### config.mk
export PLATFORM = sky130hd
export DESIGN_NAME = note_sequencer_flat
export DESIGN_NICKNAME = d
export VERILOG_FILES = /design/src/rtl/note_seq_pkg.sv /design/src/rtl/note_sequencer_if.sv /design/src/rtl/note_seq_mem.sv /design/src/rtl/note_sequencer.sv /design/src/flat_wrapper.sv
export SDC_FILE = /design/constraint.sdc
export NUM_CORES = 1
export LEC_CHECK = 0
export ABC_AREA = 0
export CAP_MARGIN = 0
export CORE_ASPECT_RATIO = 1.1
export CORE_MARGIN = 8
export CORE_UTILIZATION = 40
export DETAILED_ROUTE_END_ITERATION = 7
export SETUP_SLACK_MARGIN = 0.15
export SYNTH_ARGS = -nofsm -noshare
export SYNTH_HDL_FRONTEND = slang
export SYNTH_HIERARCHICAL = 1
export SYNTH_SLANG_ARGS = --single-unit
### constraint.sdc
create_clock -name clk -period 9.1 [get_ports clk]
set_input_delay 0.91 -clock clk [delete_from_list [all_inputs] [get_ports clk]]
set_output_delay 0.91 -clock clk [all_outputs]
set_load 0.01 [all_outputs]
### src/rtl/note_seq_pkg.sv
// Shared types and helpers for the note-box playback sequencer.
package note_seq_pkg;

  typedef enum logic [1:0] {IDLE, ARM, NOTE, GAP} state_t;

  localparam int CODE_W = 4;
  localparam logic [CODE_W-1:0] END_CODE = 4'hF;

  // Codes at or above num_notes are rests and light nothing.
  function automatic logic [15:0] code_to_hilight(input logic [CODE_W-1:0] code,
                                                  input int num_notes);
    if (int'(code) < num_notes) return 16'd1 << code;
    return 16'd0;
  endfunction

endpackage

### src/rtl/note_sequencer_if.sv
// Control/display bundle between the button logic, the sequencer and the graph/audio path.
// loop_en exists only when NOTE_SEQ_LOOP_EN is defined.
interface note_sequencer_if
  import note_seq_pkg::*;
#(
  parameter int NUM_NOTES = 8,
  parameter int SEQ_LEN   = 16
);
  localparam int AW = $clog2(SEQ_LEN);

  logic                  frame_tick;
  logic                  start;
  logic                  stop;
  logic                  seq_wr_en;
  logic [AW-1:0]         seq_wr_addr;
  logic [CODE_W-1:0]     seq_wr_code;
`ifdef NOTE_SEQ_LOOP_EN
  logic                  loop_en;
`endif
  logic [NUM_NOTES-1:0]  hilight_on;
  logic                  play_hilight;
  logic                  tone_en;
  logic [CODE_W-1:0]     tone_idx;
  logic                  busy;
  logic                  done;

  modport slave (
    input  frame_tick, start, stop, seq_wr_en, seq_wr_addr, seq_wr_code,
`ifdef NOTE_SEQ_LOOP_EN
    input  loop_en,
`endif
    output hilight_on, play_hilight, tone_en, tone_idx, busy, done
  );

  modport master (
    output frame_tick, start, stop, seq_wr_en, seq_wr_addr, seq_wr_code,
`ifdef NOTE_SEQ_LOOP_EN
    output loop_en,
`endif
    input  hilight_on, play_hilight, tone_en, tone_idx, busy, done
  );

endinterface

### src/rtl/note_seq_mem.sv
// Sequence register file: synchronous write, combinational reads, reset to END.
module note_seq_mem
  import note_seq_pkg::*;
#(
  parameter int SEQ_LEN = 16,
  parameter int AW      = $clog2(SEQ_LEN)
) (
  input  logic              clk,
  input  logic              reset_n,
  input  logic              wr_en_i,
  input  logic [AW-1:0]     wr_addr_i,
  input  logic [CODE_W-1:0] wr_code_i,
  input  logic [AW-1:0]     rd_addr_i,
  output logic [CODE_W-1:0] rd_code_o,
  output logic [CODE_W-1:0] head_code_o
);

  logic [CODE_W-1:0] mem_q [SEQ_LEN];

  always_ff @(posedge clk or negedge reset_n) begin
    if (!reset_n) begin
      for (int i = 0; i < SEQ_LEN; i++) mem_q[i] <= END_CODE;
    end else if (wr_en_i) begin
      mem_q[wr_addr_i] <= wr_code_i;
    end
  end

  assign rd_code_o   = mem_q[rd_addr_i];
  // Entry 0 is read separately so a looping sequence can restart without a bubble.
  assign head_code_o = mem_q[0];

endmodule

### src/rtl/note_sequencer.sv
// Note-box playback controller paced by frame_tick; one note per beat, blank gap between.
// Define NOTE_SEQ_LOOP_EN to add loop_en (repeat the sequence instead of finishing).
module note_sequencer
  import note_seq_pkg::*;
#(
  parameter int NUM_NOTES       = 8,
  parameter int SEQ_LEN         = 16,
  parameter int FRAMES_PER_BEAT = 15,
  parameter int GAP_FRAMES      = 2
) (
  input logic             clk,
  input logic             reset_n,
  note_sequencer_if.slave bus
);

  localparam int AW      = $clog2(SEQ_LEN);
  localparam int CNT_MAX = (FRAMES_PER_BEAT > GAP_FRAMES) ? FRAMES_PER_BEAT : GAP_FRAMES;
  localparam int CNT_W   = $clog2(CNT_MAX + 1);
  localparam logic [CNT_W-1:0] BEAT_LOAD = CNT_W'(FRAMES_PER_BEAT - 1);
  localparam logic [CNT_W-1:0] GAP_LOAD  = CNT_W'(GAP_FRAMES - 1);
  localparam logic [AW-1:0]    LAST_PTR  = AW'(SEQ_LEN - 1);

  state_t               state_q;
  logic [AW-1:0]        ptr_q;
  logic [CNT_W-1:0]     cnt_q;
  logic [NUM_NOTES-1:0] hilight_q;
  logic                 tone_en_q;
  logic [CODE_W-1:0]    tone_idx_q;
  logic                 busy_q;
  logic                 done_q;

  logic [AW-1:0]        rd_addr;
  logic [CODE_W-1:0]    rd_code;
  logic [CODE_W-1:0]    head_code;
  logic                 loop_en_w;
  logic                 end_hit;
  logic                 fetch_finish;
  logic [AW-1:0]        fetch_addr_d;
  logic [CODE_W-1:0]    fetch_code_d;

`ifdef NOTE_SEQ_LOOP_EN
  assign loop_en_w = bus.loop_en;
`else
  assign loop_en_w = 1'b0;
`endif

  // From GAP the fetch looks one entry ahead; from ARM it reads the current entry.
  assign rd_addr = (state_q == GAP) ? ptr_q + 1'b1 : ptr_q;

  note_seq_mem #(.SEQ_LEN(SEQ_LEN), .AW(AW)) u_mem (
    .clk         (clk),
    .reset_n     (reset_n),
    .wr_en_i     (bus.seq_wr_en && (state_q == IDLE)),
    .wr_addr_i   (bus.seq_wr_addr),
    .wr_code_i   (bus.seq_wr_code),
    .rd_addr_i   (rd_addr),
    .rd_code_o   (rd_code),
    .head_code_o (head_code)
  );

  always_comb begin
    end_hit      = ((state_q == GAP) && (ptr_q == LAST_PTR)) || (rd_code == END_CODE);
    // An END at entry 0 can never restart, which keeps an empty sequence from looping forever.
    fetch_finish = end_hit && !(loop_en_w && (head_code != END_CODE));
    fetch_addr_d = end_hit ? '0 : rd_addr;
    fetch_code_d = end_hit ? head_code : rd_code;
  end

  always_ff @(posedge clk or negedge reset_n) begin
    if (!reset_n) begin
      state_q    <= IDLE;
      ptr_q      <= '0;
      cnt_q      <= '0;
      hilight_q  <= '0;
      tone_en_q  <= 1'b0;
      tone_idx_q <= '0;
      busy_q     <= 1'b0;
      done_q     <= 1'b0;
    end else begin
      done_q <= 1'b0;
      case (state_q)
        IDLE: begin
          if (bus.start && !bus.stop) begin
            ptr_q   <= '0;
            busy_q  <= 1'b1;
            state_q <= ARM;
          end
        end
        default: begin
          if (bus.stop || (bus.frame_tick && !(state_q == NOTE) &&
                           !(state_q == GAP && cnt_q != '0) && fetch_finish)) begin
            state_q    <= IDLE;
            ptr_q      <= '0;
            cnt_q      <= '0;
            hilight_q  <= '0;
            tone_en_q  <= 1'b0;
            tone_idx_q <= '0;
            busy_q     <= 1'b0;
            done_q     <= !bus.stop;
          end else if (bus.frame_tick) begin
            if (state_q == NOTE) begin
              if (cnt_q == '0) begin
                state_q   <= GAP;
                cnt_q     <= GAP_LOAD;
                hilight_q <= '0;
                tone_en_q <= 1'b0;
              end else begin
                cnt_q <= cnt_q - 1'b1;
              end
            end else if (state_q == GAP && cnt_q != '0) begin
              cnt_q <= cnt_q - 1'b1;
            end else begin
              state_q    <= NOTE;
              ptr_q      <= fetch_addr_d;
              cnt_q      <= BEAT_LOAD;
              tone_idx_q <= fetch_code_d;
              hilight_q  <= NUM_NOTES'(code_to_hilight(fetch_code_d, NUM_NOTES));
              tone_en_q  <= (int'(fetch_code_d) < NUM_NOTES);
            end
          end
        end
      endcase
    end
  end

  assign bus.hilight_on   = hilight_q;
  assign bus.tone_en      = tone_en_q;
  assign bus.tone_idx     = tone_idx_q;
  assign bus.busy         = busy_q;
  assign bus.play_hilight = busy_q;
  assign bus.done         = done_q;

endmodule

### src/flat_wrapper.sv
// flat-port wrapper written by rule: the top's interface ports become plain ports
module note_sequencer_flat import note_seq_pkg::*;
#(
  parameter int NUM_NOTES       = 8,
  parameter int SEQ_LEN         = 16,
  parameter int FRAMES_PER_BEAT = 15,
  parameter int GAP_FRAMES      = 2
)
  (clk, reset_n, bus_frame_tick, bus_start, bus_stop, bus_seq_wr_en, bus_seq_wr_addr, bus_seq_wr_code, bus_hilight_on, bus_play_hilight, bus_tone_en, bus_tone_idx, bus_busy, bus_done);
  note_sequencer_if #(.NUM_NOTES(NUM_NOTES), .SEQ_LEN(SEQ_LEN)) bus_i ();
  input logic clk;
  input logic reset_n;
  input wire logic [$bits(bus_i.frame_tick)-1:0] bus_frame_tick;
  input wire logic [$bits(bus_i.start)-1:0] bus_start;
  input wire logic [$bits(bus_i.stop)-1:0] bus_stop;
  input wire logic [$bits(bus_i.seq_wr_en)-1:0] bus_seq_wr_en;
  input wire logic [$bits(bus_i.seq_wr_addr)-1:0] bus_seq_wr_addr;
  input wire logic [$bits(bus_i.seq_wr_code)-1:0] bus_seq_wr_code;
  output wire logic [$bits(bus_i.hilight_on)-1:0] bus_hilight_on;
  output wire logic [$bits(bus_i.play_hilight)-1:0] bus_play_hilight;
  output wire logic [$bits(bus_i.tone_en)-1:0] bus_tone_en;
  output wire logic [$bits(bus_i.tone_idx)-1:0] bus_tone_idx;
  output wire logic [$bits(bus_i.busy)-1:0] bus_busy;
  output wire logic [$bits(bus_i.done)-1:0] bus_done;
  assign bus_i.frame_tick = bus_frame_tick;
  assign bus_i.start = bus_start;
  assign bus_i.stop = bus_stop;
  assign bus_i.seq_wr_en = bus_seq_wr_en;
  assign bus_i.seq_wr_addr = bus_seq_wr_addr;
  assign bus_i.seq_wr_code = bus_seq_wr_code;
  assign bus_hilight_on = bus_i.hilight_on;
  assign bus_play_hilight = bus_i.play_hilight;
  assign bus_tone_en = bus_i.tone_en;
  assign bus_tone_idx = bus_i.tone_idx;
  assign bus_busy = bus_i.busy;
  assign bus_done = bus_i.done;
  note_sequencer #(.NUM_NOTES(NUM_NOTES), .SEQ_LEN(SEQ_LEN), .FRAMES_PER_BEAT(FRAMES_PER_BEAT), .GAP_FRAMES(GAP_FRAMES)) u_core (.clk(clk), .reset_n(reset_n), .bus(bus_i));
endmodule
After elaboration in Yosys (flattened, before gate mapping):

Index checks and enable logic that the tools add are counted.

* $add $sub $neg: 2
* equality and inequality tests: 13
* shift-type cells: 1
* bitwise gates (word level): 3
* reduce and logical (&&, ||, !) cells: 25
* magnitude comparators: 4
* multiplexer cells: 54

Operators by type and width (number)
* 4-bit two-way mux: 21
* 64-bit bitwise mux: 1
* 8-bit two-way mux: 7
* 4-bit binary-select mux with 4-bit select: 1
* 4-bit demux with 4-bit select: 1
* 1-bit two-way mux: 16
* 4-bit AND reduction: 4
* 2-bit two-way mux: 7
* 5-bit greater-or-equal comparator (second input constant): 2
* 4-bit inverter with 5-bit output: 2
* 3-bit by 2-bit != test with 1-bit output (second input constant): 3
* 4-bit equality test (second input constant): 2
* 1-bit logical AND: 8
* 1-bit by 4-bit left shift with 8-bit output (first input constant): 1
* 2-bit != test (second input constant): 3
* 5-bit by 1-bit less-than comparator with 1-bit output (second input constant): 1
* 4-bit by 1-bit adder with 4-bit output (second input constant): 1
* 2-bit equality test (second input constant): 2
* 4-bit logical NOT: 1
* 4-bit less-than comparator (second input constant): 1
* 4-bit by 2-bit != test with 1-bit output (second input constant): 1
* 4-bit by 3-bit != test with 1-bit output (second input constant): 1
* 2-bit AND reduction: 2
* 2-bit nonzero test: 2
* other kinds (8): 11

* logic and storage cells: 126
* output and inout port bits: 16
* register bits after elaboration: 89
* input bits: 14

Depth between registers and ports, before layout:

* word-level depth: 21
* gate-level depth with buffers: 14
* gate-level depth less buffers: 13

Modules after synthesis:

Netlist, hierarchy kept.

Modules (own cells, without submodules)
* note_seq_mem: cells an instance 200, seq. area each 1681.6 um^2, area each 3129.3 um^2, times used 1
* note_sequencer: cells an instance 155, seq. area each 625.6 um^2, area each 1466.4 um^2, times used 1

Worst setup path before layout:

No wires, ideal clock.

* kind: reg2reg
* start point: register u_core.state_q[1]
* end point: register u_core.hilight_q[2] (netlist: u_core/bus.hilight_on[2])
* library setup time: 0.096 ns
* stages on the path, launching flop included: 15
* setup slack: 5.959 ns
* data required time: 9.004 ns
* buffers on the path: 3
* period minus slack after synthesis: 3.141 ns
* arrival: 3.045 ns
* cell sequence: dfrtp_1 > buf_4 > nand2_1 > mux2i_1 > inv_1 > clkbuf_1 > buf_2 > mux4_1 > nand3_1 > nand3_1 > nand4_2 > o21a_4 > o32ai_4 > or4b_4 > o31ai_1

* cells in the longest elaborated chain, start to end: 21
* elaborated cells between the ends (all ways): 38
* those cells by class: order compare (1); eq/ne (5); shift (1); mux (17); bitwise (2); reduce/logical (12)

Ends and longest elaborated chain
* from (decl): line note_sequencer.sv:23 `state_t state_q;`
* from (signal assigned): line note_sequencer.sv:71 `state_q <= IDLE;`
* from (signal assigned): line note_sequencer.sv:86 `state_q <= ARM;`
* from (signal assigned): line note_sequencer.sv:92 `state_q <= IDLE;`
* 2-bit equality test *: line note_sequencer.sv:48 `assign rd_addr = (state_q == GAP) ? ptr_q + 1'b1 : ptr_q;`
* 4-bit two-way mux *: line note_sequencer.sv:48
* net u_core.rd_addr[1]: line note_sequencer.sv:32 `logic [AW-1:0] rd_addr;`
* 4-bit inverter with 5-bit output (implied by the code) *: line note_seq_mem.sv:28 `assign rd_code_o = mem_q[rd_addr_i];`
* 4-bit binary-select mux with 4-bit select *: line note_seq_mem.sv:28
* 4-bit two-way mux (implied by the code) * (2 in a row): line note_seq_mem.sv:28
* net u_core.rd_code[3]: line note_sequencer.sv:33 `logic [CODE_W-1:0] rd_code;`
* 4-bit equality test: line note_sequencer.sv:62 `end_hit = ((state_q == GAP) && (ptr_q == LAST_PTR)) || (rd_code == END_CODE);`
* (+6 left out)
* 1-bit two-way mux: line note_sequencer.sv:100 `end else if (bus.frame_tick) begin`
* 1-bit two-way mux: line note_sequencer.sv:90 `if (bus.stop || (bus.frame_tick && !(state_q == NOTE) &&`
* 1-bit two-way mux: line note_sequencer.sv:81 `case (state_q)`
* 8-bit two-way mux: line note_seq_pkg.sv:13 `return 16'd0;`
* 8-bit two-way mux: line note_sequencer.sv:110 `end else if (state_q == GAP && cnt_q != '0) begin`
* 8-bit two-way mux: line note_sequencer.sv:101 `if (state_q == NOTE) begin`
* 8-bit two-way mux: line note_sequencer.sv:100
* 8-bit two-way mux: line note_sequencer.sv:90
* to (signal assigned): line note_sequencer.sv:117 `hilight_q <= NUM_NOTES'(code_to_hilight(fetch_code_d, NUM_NOTES));`
* to (decl): line note_sequencer.sv:26 `logic [NUM_NOTES-1:0] hilight_q;`

The timed path passes the listed nets; every way through them passes the cells marked *. The select of a mux whose other input is x is not followed.
A chain may end at the register's enable or synchronous reset.

Final worst setup path:

* start point: register u_core.state_q[0]
* end point: register u_core.hilight_q[3] (netlist: u_core/bus.hilight_on[3])

The elaborated chain is that of the path after synthesis.

==> results by group <==
Outcome
  • Outcome: completed

Place
  • Placed cells: 517
  • Area after DPL: 4949 um2
  • Detailed Place HPWL: 6.971 mm
  • I/O Buffers: 29
  • Routability cong.: 0.8442
  • Pre-CTS setup slack: 5.454 ns

Critical path
  • Critical path fanouts, max: 16
  • CP cell instances: nand2_1 > xnor2_2 > buf_4 > mux4_1 > a22oi_1 > nand3_1 > nand4_2 > o21a_4 > o22ai_1 > or4b_4 > o31ai_1
  • Max stage delay on crit path: 0.58 ns
  • Cell family contributing the most delay on the critical path: simple AND/OR/NAND/NOR gates
  • Critical Path End Type: flip-flop
  • Slowest cell on the critical path: mux4_1
  • Critical Path RT: ~9.3 ns
  • CP Launch Type: flip-flop
  • Critical path arrival: 3.92 ns
  • Worst path bufs/invs: 1
  • Setup Crit Path Kind: reg -> reg

Clocking
  • Post-CTS Setup Bufs: 0
  • CTS clk-pin slew, worst paths: 0.06 ns
  • CTS root buf: clkbuf_16
  • Clock latency on the worst-skew pair: 0.34 ns
  • Htree depth: 3
  • TritonCTS clock tree: built
  • Num CTS Buffers: 9
  • Post-CTS Hold Fix Bufs: 0
  • Clk sinks: 89
  • Cts repair resizes: 0
  • Max clock buf depth: 2

Timing
  • Final Hold Viols: 0
  • Setup TNS: 0 ns
  • Max-slew violations: 0
  • Max frequency: 271.6 MHz
  • Crit share post-route: 40.46%
  • RSZ-0062 raised after global routing: no
  • Max-slew headroom: 26.74%
  • Final setup viols: 0
  • Worst slew pin tran: 1.099 ns
  • Setup Skew: roughly 0.0098 ns
  • Final min period: 3.682 ns
  • Fin worst setup slack: 5.418 ns

Floorplan
  • Die height: between 100 and 150 um
  • Starting Density: 40.54%
  • # IOs: 30
  • Die Span X: 118.2 um
  • Die area: between 15000 and 20000 um2
  • Core area: roughly 11000 um2
  • Row count: 41

Cells and area
  • Non-Filler Instances: 533
  • Layout cells sized above 1: 41.78%
  • Antenna cells: 0
  • Design area: around 5200 um2
  • Area growth syn-to-layout: 13.72%
  • Final core utilization: a little under half
  • Register Area: 2307 um2
  • Layout Nets: 394
  • Multi-input gate area: roughly 2100 um2
  • Filler cell count: 1042

Routing
  • TritonRoute pass-1 iters: 4
  • DRC viols: 0
  • Routed WL per cell: 18.28 um
  • Final wirelength: approximately 9.7 mm
  • DR vias: ~2900
  • Number of routed nets with antenna violations: 0
  • DR iter-0 viols: 176
  • Via density: between 5 and 6

GRT
  • Vias in the first global route: just over 3000
  • Total GRT Usage: 13.53%
  • Global-route congestion overflow total: 0
  • Largest net degree at the start of global routing: 90
  • First-pass GRT wire length: 16.37 mm
  • Initial antenna violation count: 0

Min path
  • Worst hold path type: reg -> reg

Synth
  • #FFs+latches synth: 89
  • Commonest register cell after synthesis: dfstp_2
  • Ys async rst share: 100.0%
  • Yosys Warn Count: 6
  • Register area share after synthesis: 50.20%
  • Synth cell types: 56
  • Mean Syn Cell Area: 12.95 um2
  • Synth Cell Area: 4596 um2
  • Post-synth EDFFs: 0
  • Syn Inst Count: approximately 360
  • Synth Net Count: 371

Job
  • Max Cap Viol: 0

Power
  • Peak supply drop: 107.0 uV
  • Pwr per Cell Area: around 250 nW/um2
  • P_leak: 2.076 nW
-- cell usage in the layout, fill, tap and decap left out, drive strengths merged, types with 4 or more instances in the layout --
cell type,instances
dfstp,64
o21ai,12
nand2,32
clkbuf,9
mux2,64
or3,5
inv,11
dfrtp,25
a21oi,8
nor2,24
a22oi,4
clkdlybuf4s50,28
mux4,16
o31ai,8
nand3,12
nand2b,10
-- cells by family after synthesis --
kind of cell,Yosys count,share of synthesized area (%)
AO/OA/AOI/OAI,50,7.896
XOR/XNOR,3,0.5718
adder cells (fa/ha/maj),2,0.5444
buffers and inverters,25,3.567
flip-flops,89,50.20
multiplexers,82,25.10
AND/OR/NAND/NOR,104,12.12
-- metal layers --
layer  global-route usage [%]  up-vias  wire (um)
li1                         -     1360          -
met1                    17.02     1476       4503
met2                    21.85       65       4593
met3                    2.541       21        389
met4                    7.164        0        255
met5                        0        -          0
-- area by class of cell --
cell class | count | area share (%)
Sequential cell | 89 | 44.15
Multi-Input combinational cell | 241 | 40.79
Timing Repair Buffer | 30 | 5.650
Clock buffer | 9 | 4.309
Tap cell | 150 | 3.591
Clock inverter | 7 | 1.006
Inverter | 7 | 0.5028
-- where the power goes --
group / switching (mW) / internal [mW]
clock network: 0.158 / 0.188
registers: 0.0751 / 0.567
logic: 0.139 / 0.177
-- cells in the mapped netlist, drive strengths merged, types with 3 or more instances --
library cell   n  area share (%)
nand3         12             1.6
a21oi          8            0.87
nor2          24             2.0
nand2         32             2.6
a21o           3            0.49
nand3b         3            0.49
nand2b        10             1.4
o22ai          3            0.41
buf           12             2.3
dfstp         64              37
o31ai          8             1.4
inv            7            0.57
mux4          16             9.0
or3            5            0.68
mux2          64              16
dfrtp         25              14
o21ai         12             1.3
nand4          3            0.54
a22oi          4            0.65
clkbuf         6            0.71
-- sequential cells by signal, summed over array words and instances (netlist names) --
name	flops
u_core/bus.tone_idx	4
u_core/cnt_q	4
u_core/bus.busy	1
u_core/bus.tone_en	1
u_core/state_q	2
u_core/u_mem/mem_q	60
u_core/bus.hilight_on	8
u_core/u_mem/head_code_o	4
u_core/bus.done	1
u_core/ptr_q	4
-- through the flow --
step | power (mW) | hold WS (ns)
after CTS | 1.320 | 0.4705
after detailed placement | 0.9675 | 0.4557
after floorplan | 0.8605 | 0.4586
after global placement | 0.9606 | 0.4527
final | 1.306 | 0.4629
after global routing | 1.382 | 0.5032
-- tightest hold or removal path: stages (launching register included) --
cell and delay (ns):
dfrtp_1 0.34, nand2_1 0.05, nand2_1 0.04
-- worst paths after layout --
kind                                        start                        to  slack, ns  cells past startpoint
setup / recovery                u_core/state_q[0]  u_core/bus.hilight_on[3]       5.42                     11
hold / removal             u_core/bus.tone_idx[3]    u_core/bus.tone_idx[3]       0.46                      2
setup reg to reg                u_core/state_q[0]  u_core/bus.hilight_on[3]       5.42                     11
hold reg to reg            u_core/bus.tone_idx[3]    u_core/bus.tone_idx[3]       0.46                      2
max in group asynchronous                 reset_n    u_core/bus.tone_idx[1]       7.62                      1
min in group asynchronous                 reset_n           u_core/cnt_q[1]       0.75                      1
(Power assumes the default switching activity.)
